### config.mk
export PLATFORM = sky130hd
export DESIGN_NAME = video_source_arbiter
export DESIGN_NICKNAME = d
export VERILOG_FILES = /design/src/rtl/video_source_arbiter.sv
export SDC_FILE = /design/constraint.sdc
export NUM_CORES = 1
export LEC_CHECK = 0
export BUFFER_PORTS_ARGS = -buffer_cell sky130_fd_sc_hd__clkbuf_2
export CORE_ASPECT_RATIO = 1.5
export CORE_MARGIN = 4
export CORE_UTILIZATION = 45
export DETAILED_ROUTE_END_ITERATION = 10
export HOLD_SLACK_MARGIN = 0.06
export PLACE_DENSITY = 0.86
export SYNTH_ARGS = -nofsm -noshare
export SYNTH_HDL_FRONTEND = slang
export SYNTH_SLANG_ARGS = --single-unit
### constraint.sdc
create_clock -name clock -period 3.3 [get_ports clock]
set_input_delay 0.33 -clock clock [delete_from_list [all_inputs] [get_ports clock]]
set_output_delay 0.33 -clock clock [all_outputs]
set_load 0.01 [all_outputs]
### src/rtl/video_source_arbiter.sv
//------------------------------------------------------------------------------
// video_source_arbiter: shares one DVI sink between two pixel streams and only
// switches source at frame boundaries. Option macro: BLANK_ON_UNDERRUN_EN.
// Revision: 1.0
//------------------------------------------------------------------------------
`default_nettype none

module video_source_arbiter #(
   parameter int H_ACTIVE = 800,
   parameter int V_ACTIVE = 600,
   parameter int DATA_W   = 24,
   parameter int CNT_W    = 16,
   localparam int X_W     = (H_ACTIVE > 1) ? $clog2(H_ACTIVE) : 1,
   localparam int Y_W     = (V_ACTIVE > 1) ? $clog2(V_ACTIVE) : 1
) (
   input  logic              clock,
   input  logic              reset,
   input  logic              sel_req,
   input  logic              src0_valid,
   input  logic [DATA_W-1:0] src0_video,
   output logic              src0_ready,
   input  logic              src1_valid,
   input  logic [DATA_W-1:0] src1_video,
   output logic              src1_ready,
   input  logic              VideoReady,
   output logic              VideoValid,
   output logic [DATA_W-1:0] Video,
   output logic              active_sel,
   output logic [X_W-1:0]    pix_x,
   output logic [Y_W-1:0]    pix_y,
   output logic              frame_start,
   output logic              frame_done,
   output logic [CNT_W-1:0]  underrun_count
);

   localparam logic [X_W-1:0] X_LAST = X_W'(H_ACTIVE - 1);
   localparam logic [Y_W-1:0] Y_LAST = Y_W'(V_ACTIVE - 1);

   logic              active_sel_q, active_sel_d;
   logic [X_W-1:0]    pix_x_q, pix_x_d;
   logic [Y_W-1:0]    pix_y_q, pix_y_d;
   logic              frame_done_q, frame_done_d;

   logic              sel_valid;
   logic [DATA_W-1:0] sel_video;
   logic              out_valid;
   logic [DATA_W-1:0] out_video;
   logic              xfer;

   assign sel_valid = active_sel_q ? src1_valid : src0_valid;
   assign sel_video = active_sel_q ? src1_video : src0_video;

   // Outputs are gated by the reset input itself so the sink sees nothing
   // for the whole time reset is held, not just after the first edge.
`ifdef BLANK_ON_UNDERRUN_EN
   assign out_valid = reset;
   assign out_video = sel_valid ? sel_video : '0;
`else
   assign out_valid = reset & sel_valid;
   assign out_video = sel_video;
`endif

   assign VideoValid = out_valid;
   assign Video      = reset ? out_video : '0;
   assign src0_ready = reset & ~active_sel_q & VideoReady;
   assign src1_ready = reset &  active_sel_q & VideoReady;
   assign xfer       = out_valid & VideoReady;

   always_comb begin
      pix_x_d      = pix_x_q;
      pix_y_d      = pix_y_q;
      active_sel_d = active_sel_q;
      frame_done_d = 1'b0;
      if (xfer) begin
         if (pix_x_q == X_LAST) begin
            pix_x_d = '0;
            if (pix_y_q == Y_LAST) begin
               pix_y_d      = '0;
               frame_done_d = 1'b1;
               active_sel_d = sel_req;
            end else begin
               pix_y_d = pix_y_q + 1'b1;
            end
         end else begin
            pix_x_d = pix_x_q + 1'b1;
         end
      end
   end

   always_ff @(posedge clock or negedge reset) begin
      if (!reset) begin
         active_sel_q <= 1'b0;
         pix_x_q      <= '0;
         pix_y_q      <= '0;
         frame_done_q <= 1'b0;
      end else begin
         active_sel_q <= active_sel_d;
         pix_x_q      <= pix_x_d;
         pix_y_q      <= pix_y_d;
         frame_done_q <= frame_done_d;
      end
   end

`ifdef BLANK_ON_UNDERRUN_EN
   logic [CNT_W-1:0] underrun_q, underrun_d;

   // Saturating: a long underrun must never read back as a small count.
   always_comb begin
      underrun_d = underrun_q;
      if (xfer && !sel_valid && (underrun_q != {CNT_W{1'b1}})) begin
         underrun_d = underrun_q + 1'b1;
      end
   end

   always_ff @(posedge clock or negedge reset) begin
      if (!reset) begin
         underrun_q <= '0;
      end else begin
         underrun_q <= underrun_d;
      end
   end

   assign underrun_count = underrun_q;
`else
   assign underrun_count = '0;
`endif

   assign active_sel  = active_sel_q;
   assign pix_x       = pix_x_q;
   assign pix_y       = pix_y_q;
   assign frame_start = (pix_x_q == '0) && (pix_y_q == '0);
   assign frame_done  = frame_done_q;

endmodule

`default_nettype wire

==> results of run 1 <==
[path summary, 6_finish.rpt]
check                      startpoint         end  slack [ns]  cells after the start
setup / recovery                reset  active_sel        1.00                      6
hold / removal                sel_req  active_sel        0.30                      2
setup reg to reg             pix_x[6]  active_sel        1.15                      4
hold reg to reg              pix_y[8]    pix_y[8]        0.54                      1
max in group asynchronous       reset    pix_x[8]        2.17                      3
min in group asynchronous       reset    pix_y[2]        0.51                      2
[cell type report]
class	instances	area [µm²]
fillers	342	1430
multi-input cells	157	1050
well taps	43	53.8
repair buffers	107	548
inverters	7	26.3
clock buffers	4	55.1
flip-flops and latches	22	551
[synthesized netlist by cell type]
library cell / count / share of area (%)
a22oi_1: 1 / 0.43
nor2_1: 7 / 1.5
o21ai_0: 4 / 1.2
a31oi_1: 3 / 1.1
nand3b_1: 1 / 0.43
nor4_1: 8 / 2.9
mux2_2: 1 / 0.65
o31ai_1: 1 / 0.43
mux2i_4: 1 / 1.3
buf_2: 1 / 0.29
clkbuf_1: 4 / 0.86
and4_1: 1 / 0.50
inv_1: 7 / 1.5
nand3_1: 13 / 3.7
or3_1: 1 / 0.36
or4_1: 1 / 0.43
and2_2: 2 / 0.86
nor2b_1: 25 / 9.0
xnor2_1: 11 / 5.5
nand4_1: 10 / 3.6
conb_1: 1 / 0.22
and3_1: 3 / 1.1
and2_1: 1 / 0.36
a21oi_1: 1 / 0.29
buf_1: 1 / 0.22
nand2_1: 13 / 2.8
or3_4: 1 / 0.65
or3_2: 1 / 0.43
mux2i_1: 24 / 14
nor3_1: 1 / 0.29
ha_1: 4 / 2.9
clkbuf_2: 1 / 0.29
buf_4: 17 / 7.3
dfrtp_1: 22 / 32
nand4b_1: 1 / 0.50
buf_6: 1 / 0.65
[flip-flops by register name (all words and copies together), names as in the netlist]
name	cells
active_sel	1
pix_x	10
pix_y	10
frame_done	1
[kinds of logic (layout without fill, tap and decap cells)]
logic type	after synthesis	count (layout)	synth area share, %
mux	26	26	15.8
other cells	1	16	0.216
xor+xnor	11	11	5.54
buf+inv	32	118	11.2
compound gates	10	10	3.38
fa+ha+maj	4	4	2.88
flops	22	22	31.7
simple gates	90	90	29.4
[report_power, final]
| part | leakage (nW) | total [mW] | switching, mW | internal [mW] |
|---|---|---|---|---|
| logic | 0.837 | 0.192 | 0.102 | 0.0905 |
| clock network | 0.0288 | 0.197 | 0.0907 | 0.107 |
| registers | 0.289 | 0.340 | 0.0451 | 0.295 |
[layer usage]
metal  track usage, %  up-vias
met3             3.23       11
met1             19.3      793
li1                 -      852
met4             7.42        0
met5                0        -
met2             34.1      104
[timing repair]
item | CTS | global route
hold buffers | 1 | 0
endpoints found under the setup margin | 0 | 0
hold endpoints to repair | 13 | 0
[worst reg2reg max path, stage by stage, from the launching register on]
cell	delay, ns
dfrtp_1	0.45
or3_4	0.42
or4_1	0.64
nor2_1	0.19
mux2_2	0.35
==> flow_metrics.tcl, run 1 <==
set metrics [dict create \
    cts_inserted_buffers 3 \
    slowest_stage "or4_1" \
    cts.sink_count 22 \
    path_delay_family "simple AND/OR/NAND/NOR gates" \
    dp_cells 335 \
    cp-start-kind "input port" \
    path_max_fanout 18 \
    maxCapViolCount 0 \
    maxSlewHeadroom_pct 66.8 \
    nNetsFinal 356 \
    final_core_util_pct 61.5 \
    dr_wl_met2_um 2340 \
    wl_met1_um 1690 \
    final_antenna_net_count 0 \
    grt_overflow 0 \
    grt_max_degree 35 \
    dr_wl_met3_um 540 \
    power.density_mw_per_mm2 320 \
    max-clock-path-buffers 2 \
    drt_iter0_markers 68 \
    drtPass1Iterations 4 \
    cts_resized 0 \
    final_cell_mix "clkbuf_2, nor2b_1, mux2i_1, dfrtp_1, conb_1" \
    finalHoldViolCount 0 \
    post_cts_buffers 0 \
    vdd_drop_max_mv 0.284 \
    cts_max_level 1 \
    dp_slack_ns 1.17 \
    antenna_cells 0 \
    grt_pass1_vias 1639 \
    total_power_mw 0.730 \
    fp.coreArea_mm2 0.00372 \
    slew_viol_final 0 \
    gp_congestion 0.856 \
    final_common_cell "clkbuf_2" \
    die_area_mm2 0.00494 \
    rows 27 \
    top_layer_used "met4" \
    period_needed_ns 2.30 \
    clk_pin_slew_ns 0.08 \
    finalCritPeriodShare_pct 69.6 \
    final.setup.tns_ns 0 \
    antenna_found_initial 0 \
    placement.io_buffers 103 \
    drive_gt1_share_pct 39.1 \
    hpwl_um 3810 \
    crit_chain "dlygate4sd3_1 -> clkbuf_2 -> nand4_1 -> or4_1 -> nor2_1 -> mux2_2" \
    crit_type "input port to register" \
    die_width_um 58.8 \
    fin_cells 340 \
    rsz0062_at_grt "false" \
    io_pins 120 \
    syn2layout_area_growth_pct 31.4 \
    worst_path_largest_cell_delay_ns 0.55 \
    start_util_pct 46.8 \
    clock_latency_ns 0.27 \
    syn_inst 196 \
    outcome "finished, final reports clean" \
    wire_per_inst_um 13.8 \
    netlist_area_mm2 0.00174 \
    critPathArrivalTime_ns 2.46 \
    drc 0 \
    syn-mean-instance-area_um2 8.87 \
    yosys_warnings 0 \
    setup_viol 0 \
    critPathCaptureType "register" \
    cts_tree "yes" \
    worst_pin_slew_ns 0.494 \
    crit_required_ns 3.46 \
    die_h_um 84.1 \
    vias 1760 \
    synth.yosys.seq_area_share_pct 31.7 \
    grt.total_usage_pct 18.3 \
    wirelength_um 4700 \
    final_area_mm2 0.00228 \
    hold_class "input port to register" \
    fin_ws_ns 1.00 \
    root_buffer "clkbuf_8" \
    synth.ff_latch_count 22 \
    vias_per_cell 5.18 \
    grt_first_pass_wirelength_um 7250 \
    place_area_mm2 0.00222 \
    ys_types 36 \
    power.leakage_nw 1.15 \
    fin_skew_ns 0.00205 \
    hold_ws_ns 0.304 \
    crit_buf_inv 2 \
    fmax_mhz 435 \
]
Note: power is estimated with default switching activity, not from simulation.
==> inputs of run 2 (changes only) <==
- CORE_UTILIZATION: 45 -> 42
- PLACE_DENSITY: 0.86 -> 0.81
- clock period: 3.3 -> 2.2 ns (I/O delays scaled with it)
==> flow_metrics.tcl, run 2 (synthesis gave the netlist of run 1 again) <==
set metrics [dict create \
    clock_latency_ns 0.26 \
    path_max_fanout 8 \
    place_area_mm2 0.00226 \
    power.leakage_nw 1.18 \
    drive_gt1_share_pct 40.4 \
    drt_iter0_markers 47 \
    final_area_mm2 0.00233 \
    p_comb_share_pct 27.0 \
    nNetsFinal 361 \
    die_h_um 86.8 \
    total_power_mw 1.08 \
    hold_start "sel_req" \
    drc 0 \
    cts_tree "yes" \
    r2r_cells 5 \
    final.setup.tns_ns 0 \
    fmax_mhz 488 \
    max-clock-path-buffers 2 \
    final_antenna_net_count 0 \
    die_width_um 60.5 \
    syn2layout_area_growth_pct 33.9 \
    wire_per_inst_um 14.1 \
    regToRegSetupSlack_ns 0.21 \
    outcome "finished, final reports clean" \
    root_buffer "clkbuf_8" \
    grt.total_usage_pct 17.4 \
    seqPwrFrac_pct 46.6 \
    cts_max_level 1 \
    p_sw_mw 0.344 \
    cp-start-kind "register" \
    fp.coreArea_mm2 0.00396 \
    grt_overflow 0 \
    dp_cells 342 \
    fin_cells 347 \
    vias 1804 \
    critPathCaptureType "output pin" \
    antenna_cells 0 \
    final_cell_mix "clkbuf_2, nor2b_1, mux2i_1, dfrtp_1, conb_1" \
    hold_depth 2 \
    period_needed_ns 2.05 \
    hold_class "input port to register" \
    vias_per_cell 5.20 \
    power_frac_clock_pct 26.4 \
    crit_required_ns 1.98 \
    drtPass1Iterations 4 \
    maxCapViolCount 0 \
    io_pins 120 \
    crit_type "register to output pin" \
    finalHoldViolCount 0 \
    slew_viol_final 0 \
    crit_start "pix_y[3]" \
    grt_first_pass_wirelength_um 6980 \
    swShare_pct 31.7 \
    setup_viol 0 \
    post_cts_buffers 0 \
    antenna_found_initial 0 \
    wirelength_um 4890 \
    die_area_mm2 0.00526 \
    cts_inserted_buffers 3 \
    start_util_pct 43.9 \
    finalCritPeriodShare_pct 93.1 \
    worst_pin_slew_ns 0.541 \
    r2r-end "active_sel" \
    rows 28 \
    gp_congestion 0.839 \
    vdd_drop_max_mv 0.484 \
    final_common_cell "clkbuf_2" \
    final_core_util_pct 58.8 \
    power.density_mw_per_mm2 466 \
    hpwl_um 4030 \
    critPathArrivalTime_ns 1.83 \
    maxSlewHeadroom_pct 63.6 \
    grt_max_degree 29 \
    r2r-start "pix_x[0]" \
    p_int_mw 0.741 \
    placement.io_buffers 103 \
    clk_pin_slew_ns 0.07 \
    hold_end "active_sel" \
    fin_skew_ns 0.00139 \
    grt_pass1_vias 1548 \
    cts.sink_count 22 \
    rsz0062_at_grt "false" \
]
[run 2: cell types whose count changed in the layout (fill, tap and decap cells not counted)]
cell   delta
or4_4     +1
buf_4     +5
or4_1     -1
[run 2: per-stage QoR]
step	setup WS (ns)	hold WS (ns)
after global placement	0.188	0.249
after CTS	0.0997	0.226
after floorplan	0.129	-0.0756
after global routing	0.0191	0.229
final	0.152	0.211
after detailed placement	0.110	0.245
[run 2: critical path: stages, from the launching register on]
cell,delay [ns]
dfrtp_1,0.46
nor4_1,0.53
inv_1,0.09
nor4_1,0.30
clkbuf_2,0.18
[run 2: worst max path at each step]
stage,endpoint,slack (ns),cells past startpoint
after detailed placement,active_sel,0.11,5
after global placement,active_sel,0.19,4
after CTS,active_sel,0.1,5
after global routing,frame_start,0.02,4
final,frame_start,0.15,4
after floorplan,active_sel,0.13,5
[run 2: power groups by stage]
stage | Clock, mW | Sequential (mW) | Combinational, mW
final | 0.287 | 0.505 | 0.293
after global routing | 0.311 | 0.514 | 0.327
after CTS | 0.296 | 0.503 | 0.297
after detailed placement | 0 | 0.513 | 0.294
after global placement | 0 | 0.503 | 0.295
after floorplan | 0 | 0.521 | 0.152
[run 2: layout make-up]
cell class                      instances  area [µm²]
Sequential cell                        22         551
Multi-Input combinational cell        157        1050
Fill cell                             374        1630
Timing Repair Buffer                  112         586
Tap cell                               45        56.3
Inverter                                7        26.3
Clock buffer                            4        55.1
[run 2: per-layer routing]
layer	part of all wire, %	GRT usage (%)	up-vias	wire length [µm]
met1	34	18.8	824	1640
met2	51	31.9	109	2470
li1	-	-	862	-
met5	0	0	-	0
met3	14	2.68	9	671
met4	2.2	7.89	0	107
[run 2: what timing repair did]
action / 4_1_cts / 5_1_grt
setup endpoints to repair: 0 / 1
hold buffers: 1 / 0
endpoints found under the hold margin: 22 / 0
resized for setup: 0 / 1
